<file path="src/rtl/vc_buffer_pkg.sv">
// vc_buffer_pkg
// Shared defaults and helper functions for the virtual-channel input buffer.
//   DEFAULT_*       : default parameter values for vc_input_buffer
//   vc_idx_width(n) : width of a channel index for n channels (at least 1)
//   ptr_wrap(p, d)  : next value of a circular pointer over 0..d-1
package vc_buffer_pkg;

  localparam int DEFAULT_DATA_WIDTH = 16;
  localparam int DEFAULT_DEPTH      = 5;
  localparam int DEFAULT_NUM_VC     = 2;

  function automatic int vc_idx_width(input int n);
    return (n <= 1) ? 1 : $clog2(n);
  endfunction

  // Depth need not be a power of two, so wrap explicitly instead of
  // relying on natural pointer overflow.
  function automatic int ptr_wrap(input int ptr, input int depth);
    return (ptr >= depth - 1) ? 0 : ptr + 1;
  endfunction

endpackage

</file>
<file path="src/rtl/vc_fifo_ctrl.sv">
// vc_fifo_ctrl
// Pointer, occupancy and flag tracking for one virtual channel. Storage is
// held by the parent; this block only decides what is accepted and where.
//   clk, reset   : clock, synchronous active-low reset
//   wr_req       : a write is addressed to this channel
//   rd_req       : a read is addressed to this channel
//   wr_ptr       : slot the next accepted write lands in
//   rd_ptr       : slot the next accepted read pops
//   count        : occupancy 0..DEPTH
//   full, empty  : decoded from the registered count
//   wr_accept    : write accepted this cycle
//   rd_accept    : read accepted this cycle
//   overflow     : sticky, write seen while full
//   underflow    : sticky, read seen while empty
module vc_fifo_ctrl
  import vc_buffer_pkg::*;
#(
  parameter int DEPTH     = DEFAULT_DEPTH,
  parameter int CNT_WIDTH = $clog2(DEPTH + 1)
) (
  input  logic                 clk,
  input  logic                 reset,
  input  logic                 wr_req,
  input  logic                 rd_req,
  output logic [CNT_WIDTH-1:0] wr_ptr,
  output logic [CNT_WIDTH-1:0] rd_ptr,
  output logic [CNT_WIDTH-1:0] count,
  output logic                 full,
  output logic                 empty,
  output logic                 wr_accept,
  output logic                 rd_accept,
  output logic                 overflow,
  output logic                 underflow
);

  // Pointers share the count width; it always covers 0..DEPTH-1.
  logic [CNT_WIDTH-1:0] wr_ptr_reg;
  logic [CNT_WIDTH-1:0] rd_ptr_reg;
  logic [CNT_WIDTH-1:0] count_reg;
  logic [CNT_WIDTH-1:0] count_next;
  logic                 overflow_reg;
  logic                 underflow_reg;

  assign full      = (count_reg == CNT_WIDTH'(DEPTH));
  assign empty     = (count_reg == '0);
  assign wr_accept = wr_req && !full;
  assign rd_accept = rd_req && !empty;

  always_comb begin
    count_next = count_reg;
    case ({wr_accept, rd_accept})
      2'b10:   count_next = count_reg + CNT_WIDTH'(1);
      2'b01:   count_next = count_reg - CNT_WIDTH'(1);
      default: count_next = count_reg;
    endcase
  end

  always_ff @(posedge clk) begin
    if (!reset) begin
      wr_ptr_reg    <= '0;
      rd_ptr_reg    <= '0;
      count_reg     <= '0;
      overflow_reg  <= 1'b0;
      underflow_reg <= 1'b0;
    end else begin
      count_reg <= count_next;
      if (wr_accept) begin
        wr_ptr_reg <= CNT_WIDTH'(ptr_wrap(int'(wr_ptr_reg), DEPTH));
      end
      if (rd_accept) begin
        rd_ptr_reg <= CNT_WIDTH'(ptr_wrap(int'(rd_ptr_reg), DEPTH));
      end
      if (wr_req && full) begin
        overflow_reg <= 1'b1;
      end
      if (rd_req && empty) begin
        underflow_reg <= 1'b1;
      end
    end
  end

  assign wr_ptr    = wr_ptr_reg;
  assign rd_ptr    = rd_ptr_reg;
  assign count     = count_reg;
  assign overflow  = overflow_reg;
  assign underflow = underflow_reg;

endmodule

</file>
<file path="src/rtl/vc_input_buffer.sv">
// vc_input_buffer
// NUM_VC circular FIFOs sharing one flop storage array, with a registered
// read port and sticky per-channel overflow/underflow flags.
//   clk, reset           : clock, synchronous active-low reset
//   wr_valid_i/wr_vc_i/wr_data_i : write request, channel, data
//   rd_en_i/rd_vc_i      : read request, channel
//   rd_data_o/rd_valid_o : popped flit, valid one cycle after the request
//   empty_o/full_o       : per-channel status from registered counts
//   count_o              : per-channel occupancy, CNT_WIDTH bits each
//   overflow_o/underflow_o : sticky per-channel error flags
module vc_input_buffer
  import vc_buffer_pkg::*;
#(
  parameter int DATA_WIDTH = DEFAULT_DATA_WIDTH,
  parameter int DEPTH      = DEFAULT_DEPTH,
  parameter int NUM_VC     = DEFAULT_NUM_VC,
  parameter int VC_WIDTH   = vc_idx_width(NUM_VC),
  parameter int CNT_WIDTH  = $clog2(DEPTH + 1)
) (
  input  logic                        clk,
  input  logic                        reset,
  input  logic                        wr_valid_i,
  input  logic [VC_WIDTH-1:0]         wr_vc_i,
  input  logic [DATA_WIDTH-1:0]       wr_data_i,
  input  logic                        rd_en_i,
  input  logic [VC_WIDTH-1:0]         rd_vc_i,
  output logic [DATA_WIDTH-1:0]       rd_data_o,
  output logic                        rd_valid_o,
  output logic [NUM_VC-1:0]           empty_o,
  output logic [NUM_VC-1:0]           full_o,
  output logic [NUM_VC*CNT_WIDTH-1:0] count_o,
  output logic [NUM_VC-1:0]           overflow_o,
  output logic [NUM_VC-1:0]           underflow_o
);

  localparam int WORDS      = NUM_VC * DEPTH;
  localparam int ADDR_WIDTH = (WORDS <= 1) ? 1 : $clog2(WORDS);

  logic [DATA_WIDTH-1:0] mem [WORDS];

  logic [CNT_WIDTH-1:0]  wr_ptr [NUM_VC];
  logic [CNT_WIDTH-1:0]  rd_ptr [NUM_VC];
  logic [CNT_WIDTH-1:0]  count  [NUM_VC];
  logic [NUM_VC-1:0]     wr_req;
  logic [NUM_VC-1:0]     rd_req;
  logic [NUM_VC-1:0]     wr_accept;
  logic [NUM_VC-1:0]     rd_accept;

  logic [CNT_WIDTH-1:0]  wr_ptr_sel;
  logic [CNT_WIDTH-1:0]  rd_ptr_sel;
  logic [ADDR_WIDTH-1:0] wr_addr;
  logic [ADDR_WIDTH-1:0] rd_addr;
  logic                  wr_any;
  logic                  rd_any;

  logic [DATA_WIDTH-1:0] rd_data_reg;
  logic                  rd_valid_reg;

  // Channel decode by equality: an index >= NUM_VC matches no channel, so
  // such a request is dropped without touching any flag.
  genvar gi;
  generate
    for (gi = 0; gi < NUM_VC; gi++) begin : g_vc
      assign wr_req[gi] = wr_valid_i && (wr_vc_i == VC_WIDTH'(gi));
      assign rd_req[gi] = rd_en_i    && (rd_vc_i == VC_WIDTH'(gi));

      vc_fifo_ctrl #(
        .DEPTH     (DEPTH),
        .CNT_WIDTH (CNT_WIDTH)
      ) u_ctrl (
        .clk       (clk),
        .reset     (reset),
        .wr_req    (wr_req[gi]),
        .rd_req    (rd_req[gi]),
        .wr_ptr    (wr_ptr[gi]),
        .rd_ptr    (rd_ptr[gi]),
        .count     (count[gi]),
        .full      (full_o[gi]),
        .empty     (empty_o[gi]),
        .wr_accept (wr_accept[gi]),
        .rd_accept (rd_accept[gi]),
        .overflow  (overflow_o[gi]),
        .underflow (underflow_o[gi])
      );

      assign count_o[gi*CNT_WIDTH +: CNT_WIDTH] = count[gi];
    end
  endgenerate

  assign wr_any = |wr_accept;
  assign rd_any = |rd_accept;

  // Pointer select for the addressed channel, then flat address
  // vc*DEPTH + slot into the shared array.
  always_comb begin
    wr_ptr_sel = '0;
    rd_ptr_sel = '0;
    for (int v = 0; v < NUM_VC; v++) begin
      if (wr_vc_i == VC_WIDTH'(v)) wr_ptr_sel = wr_ptr[v];
      if (rd_vc_i == VC_WIDTH'(v)) rd_ptr_sel = rd_ptr[v];
    end
    wr_addr = ADDR_WIDTH'(int'(wr_vc_i) * DEPTH + int'(wr_ptr_sel));
    rd_addr = ADDR_WIDTH'(int'(rd_vc_i) * DEPTH + int'(rd_ptr_sel));
  end

  // Storage is not reset; writes are held off while reset is asserted so a
  // same-cycle request leaves no trace.
  always_ff @(posedge clk) begin
    if (reset && wr_any) begin
      mem[wr_addr] <= wr_data_i;
    end
  end

  // Registered read port; data holds when nothing is popped.
  always_ff @(posedge clk) begin
    if (!reset) begin
      rd_data_reg  <= '0;
      rd_valid_reg <= 1'b0;
    end else begin
      rd_valid_reg <= rd_any;
      if (rd_any) begin
        rd_data_reg <= mem[rd_addr];
      end
    end
  end

  assign rd_data_o  = rd_data_reg;
  assign rd_valid_o = rd_valid_reg;

endmodule

</file>
<file path="config.mk">
export PLATFORM = sky130hd
export DESIGN_NAME = vc_input_buffer
export DESIGN_NICKNAME = d
export VERILOG_FILES = /design/src/rtl/vc_buffer_pkg.sv /design/src/rtl/vc_fifo_ctrl.sv /design/src/rtl/vc_input_buffer.sv
export SDC_FILE = /design/constraint.sdc
export NUM_CORES = 1
export LEC_CHECK = 0
export ABC_AREA = 1
export CORE_MARGIN = 3
export CORE_UTILIZATION = 49
export DETAILED_ROUTE_END_ITERATION = 12
export PLACE_DENSITY_LB_ADDON = 0.3
export SLEW_MARGIN = 5
export SYNTH_ARGS = -nofsm -noshare
export SYNTH_HDL_FRONTEND = slang
export SYNTH_HIERARCHICAL = 1
export SYNTH_SLANG_ARGS = --single-unit
</file>
<file path="constraint.sdc">
create_clock -name clk -period 2.9 [get_ports clk]
set_clock_uncertainty 0.15 [all_clocks]
set_input_delay 0.58 -clock clk [delete_from_list [all_inputs] [get_ports clk]]
set_output_delay 0.58 -clock clk [all_outputs]
set_load 0.02 [all_outputs]
</file>
## Word-level counts from Yosys, hierarchy flattened

Memory sizes are Yosys's and may differ from the RTL's. A register that Yosys moved wholly into a read port is not among the register bits.
Cells that the tools add are included.

| storage, ports and cells | value |
|---|---|
| output and inout port bits | 31 |
| word-level logic and storage cells | 70 |
| bits in writable memories | 160 |
| register bits after elaboration | 23 |
| bits of input ports | 22 |
| memories kept | 1 |

| cells by class | value |
|---|---|
| reductions and logical operators | 24 |
| order comparisons | 4 |
| add/subtract/negate cells | 10 |
| equality and inequality tests | 6 |
| multipliers | 2 |
| mux-type cells | 10 |
| bitwise operators | 2 |

Memories:

| name | words | bits a word | rd ports | clocked after Yosys merged registers in | write ports | line | text |
|---|---|---|---|---|---|---|---|
| mem | 10 | 16 | 1 | 1 | 1 | vc_input_buffer.sv:39 | `logic [DATA_WIDTH-1:0] mem [WORDS];` |

Operators by type and width:

| cell | count |
|---|---|
| $add 3x1->3 const B | 6 |
| $mux 3 | 6 |
| $logic_and 1x1->1 | 13 |
| $ge 3x3->1 const B | 4 |
| $pmux 3 s2 | 2 |
| $add 4x3->4 | 2 |
| $mul 1x3->4 const B | 2 |
| $eq 3x3->1 const B | 2 |
| $logic_not 3->1 | 2 |
| $sub 3x1->3 const B | 2 |
| $logic_not 1->1 | 5 |
| $eq 2x1->1 const B | 2 |
| $eq 2x2->1 const B | 2 |
| $reduce_bool 2->1 | 2 |
| $reduce_or 2->1 | 2 |
| $mux 1 | 2 |
| $not 1->1 | 2 |

## Logic depth before layout (Yosys ltp)

| depth | value |
|---|---|
| word-level depth | 7 |
| depth in mapped cells | 13 |
| mapped depth without buffers | 13 |

## Cells and area by module

Netlist, hierarchy kept.

Modules (own cells, without submodules):

| module | instances | area each (um^2) | cells an instance | sequential area each (um^2) |
|---|---|---|---|---|
| vc_input_buffer | 1 | 7697.4 | 724 | 5144.9 |
| vc_fifo_ctrl | 2 | 621.8 | 90 | 220.2 |

## Least setup slack after synthesis

OpenSTA, ideal clock, no wires.

| path | value |
|---|---|
| path type | input-to-reg |
| start point | input wr_vc_i |
| end point | memory mem[8][0] (netlist bit), enable pin |
| setup time | 0.388 ns |
| slack | 0.078 ns |
| required time | 2.362 ns |
| path buffers | 0 |
| stages | 6 |
| arrival time | 2.284 ns |
| cells stage by stage | mux2_2 -> ha_1 -> ha_1 -> inv_1 -> nand3_1 -> nor2_1 |

| on the way | value |
|---|---|
| word-level cells in the longest chain between the ends | 7 |
| elaborated cells on any way between the ends | 12 |
| those cells by class | 1 x add/sub; 1 x mul; 3 x mux; 1 x bitwise; 6 x reduce/logical |

RTL lines:

| element | line | text |
|---|---|---|
| start, declared | vc_input_buffer.sv:23 | `input logic [VC_WIDTH-1:0] wr_vc_i,` |
| branches (longest 7 deep; another with $mul 1x3->4) | -- |  |
| end, declared | vc_input_buffer.sv:39 |  |

Parallel ways; which one is timed is not known.

## Final worst setup path

| path | value |
|---|---|
| start point | input wr_vc_i |
| end point | memory mem[3][12] (netlist bit), enable pin |

The elaborated chain is that of the path after synthesis.

==> out/qor.yml <==
outcome:
  status: "complete, no violations"
sta:
  timing.hold.ws_ns: 0.308
  drv_slew: 0
  worst_pin_slew_ns: 0.494
  fin_crit_ns: 2.71
  maxSlewHeadroom_pct: 67.0
  period_share_pct: 93.6
  setup_viol: 0
  fmax_mhz: 368
  final_hold_viol_count: 0
  rsz0062_at_grt: "no"
grt:
  grt_pass1_wl_mm: 30.5
  grt_max_degree: 61
  grt_pass1_vias: 5844
  track_usage_pct: 19.9
  antenna_found_initial: 0
  grt_overflow: 0
detailed_routing:
  routed_wirelength_mm: 18.8
  via_per_inst: 4.96
  dr.pass1.iters: 5
  routedWlPerCell_um: 15.4
  drt-initial-drc-count: 488
  drc_errors: 0
  dr_total_vias: 6072
  ant_nets: 0
power_and_ir_drop:
  finalPower_mw: 6.69
  p_seq_share_pct: 48.3
  p_clk_share_pct: 34.8
  vdd_drop_max_mv: 0.459
  p_per_area_nw_per_um2: 630
  p_int_mw: 4.89
  power_frac_comb_pct: 16.9
  leakagePower_nw: 4.63
  switching_share_pct: 26.9
  p_sw_mw: 1.80
placement:
  dp_hpwl_mm: 12.5
  io_buffers: 52
  gp_congestion: 0.788
  postPlaceCellArea_um2: 10000
  dp.cells: 1191
cells_and_area:
  largest_reg_flops: 160
  drive_above_1_share_pct: 12.9
  fin_util_pct: 60.3
  top_register: "mem"
  nFillCells: 1452
  finalNonFillerCells: 1223
  final_common_cell: "nand2_1"
  final_cell_mix: "nand2_1, edfxtp_1, inv_1"
  synthToLayoutAreaGrowth_pct: 18.6
  nets: 1025
  antenna_cells: 0
  final_area_um2: 10600
floorplan:
  initial_core_util_pct: 50.8
  core-area_um2: 17600
  rows: 48
  ios: 53
  fp.dieH_um: 141
  dieWidth_um: 141
  die_area_um2: 19900
yosys:
  postSynthCellCount: 904
  seq_area_frac_synth_pct: 62.5
  synth_top_area_share_pct: 53.7
  synth.distinct_cells: 30
  synth_seq_cells: 199
  synthFlopType: "edfxtp_1"
  syn_area_per_cell_um2: 9.89
  yosysWarnings: 6
  synthTopCellsByArea: "edfxtp_1, nand2_1, dfxtp_1"
  synth_nets: 944
  yosys.area.top_type: "edfxtp_1"
  synthArstFlopShare_pct: 0
  netlist_area_um2: 8940
  synth_edf_count: 160
clocking:
  cts_resized: 0
  cts.sinks: 199
  postCtsHoldBufs: 0
  postCtsSetupBuffers: 0
  cts_tree: "done"
  clk_pin_slew_ns: 0.07
  h-tree-depth: 4
  clk-insertion-delay-late_ns: 0.44
  cts_made_buffers: 17
  clock_path_buffers: 2
  cts_root_buf: "clkbuf_16"
worst_setup_path:
  startpoint_type: "input pin"
  crit_required_ns: 2.89
  worst-setup-path-type: "input pin to flip-flop"
  cp_max_fo: 16
  arrival_ns: 2.71
  r2r_slack_ns: 0.65
  cp-end-kind: "flip-flop"
run:
  cap_violations: 0
min_path:
  hp-class: "flip-flop to flip-flop"
-- kinds of logic after synthesis --
kind of cell,Yosys count,synth area share (%)
xor gates and xnor gates,3,0.462
buffers and inverters,190,8.84
adders and majority gates,18,2.69
AOI/OAI and AO/OA,64,4.02
DFF,199,62.5
and+or+nand+nor,428,21.3
muxes,2,0.252
-- synth_stat cells, types with 6 or more instances --
cell type	count
nand2_2	7
a21oi_1	32
nor2_1	47
nand2_1	258
buf_2	17
ha_1	16
inv_1	149
nand3_2	22
dfxtp_1	39
clkbuf_1	10
inv_2	6
nand3_1	88
a21oi_2	10
o21ai_0	21
edfxtp_1	160
-- area by class of cell --
cell class | count | area, um^2 | area share [%]
Timing Repair Buffer | 95 | 981 | 9.25
Inverter | 157 | 594 | 5.60
Tap cell | 225 | 282 | 2.65
Multi-Input combinational cell | 515 | 2570 | 24.2
Clock inverter | 10 | 76.3 | 0.720
Clock buffer | 22 | 518 | 4.88
Sequential cell | 199 | 5590 | 52.7
-- critical path, cell delays in order --
cell and delay (ns):
clkdlybuf4s50_1 0.58, mux2_2 0.38, ha_1 0.30, a31oi_1 0.27
nand2_1 0.16, nor2_1 0.22, buf_12 0.20
-- path summary, 6_finish.rpt --
kind,startpoint,end,cells past startpoint
min,g_vc[0].u_ctrl/underflow,g_vc[0].u_ctrl/underflow,2
max,wr_vc_i,mem[3][12],7
min reg2reg,g_vc[0].u_ctrl/underflow,g_vc[0].u_ctrl/underflow,2
max reg2reg,g_vc[1].u_ctrl/wr_ptr[0],mem[8][8],7
-- per-stage QoR --
| step | setup WS (ns) | setup TNS (ns) |
|---|---|---|
| after floorplan | 0.0779 | 0 |
| after global placement | -0.197 | -24.66 |
| after detailed placement | -0.220 | -27.30 |
| after CTS | 0.220 | 0 |
| after global routing | 0.0656 | 0 |
| final | 0.186 | 0 |
-- per-layer routing --
metal | GRT usage, % | share of wire (%) | up-vias
li1 | - | - | 3066
met1 | 26.9 | 46 | 2827
met2 | 31.3 | 47 | 151
met3 | 4.21 | 4.8 | 28
met4 | 8.01 | 2.1 | 0
met5 | 0 | 0 | -
-- power groups by stage --
stage	registers [mW]	clock network, mW	logic, mW
floorplan	3.34	0	0.637
global placement	3.29	0	1.12
detailed placement	3.29	0	1.13
CTS	3.23	2.36	1.14
global route	3.24	2.47	1.26
finish	3.23	2.33	1.13
No activity file was read; power rests on OpenSTA's default activity.
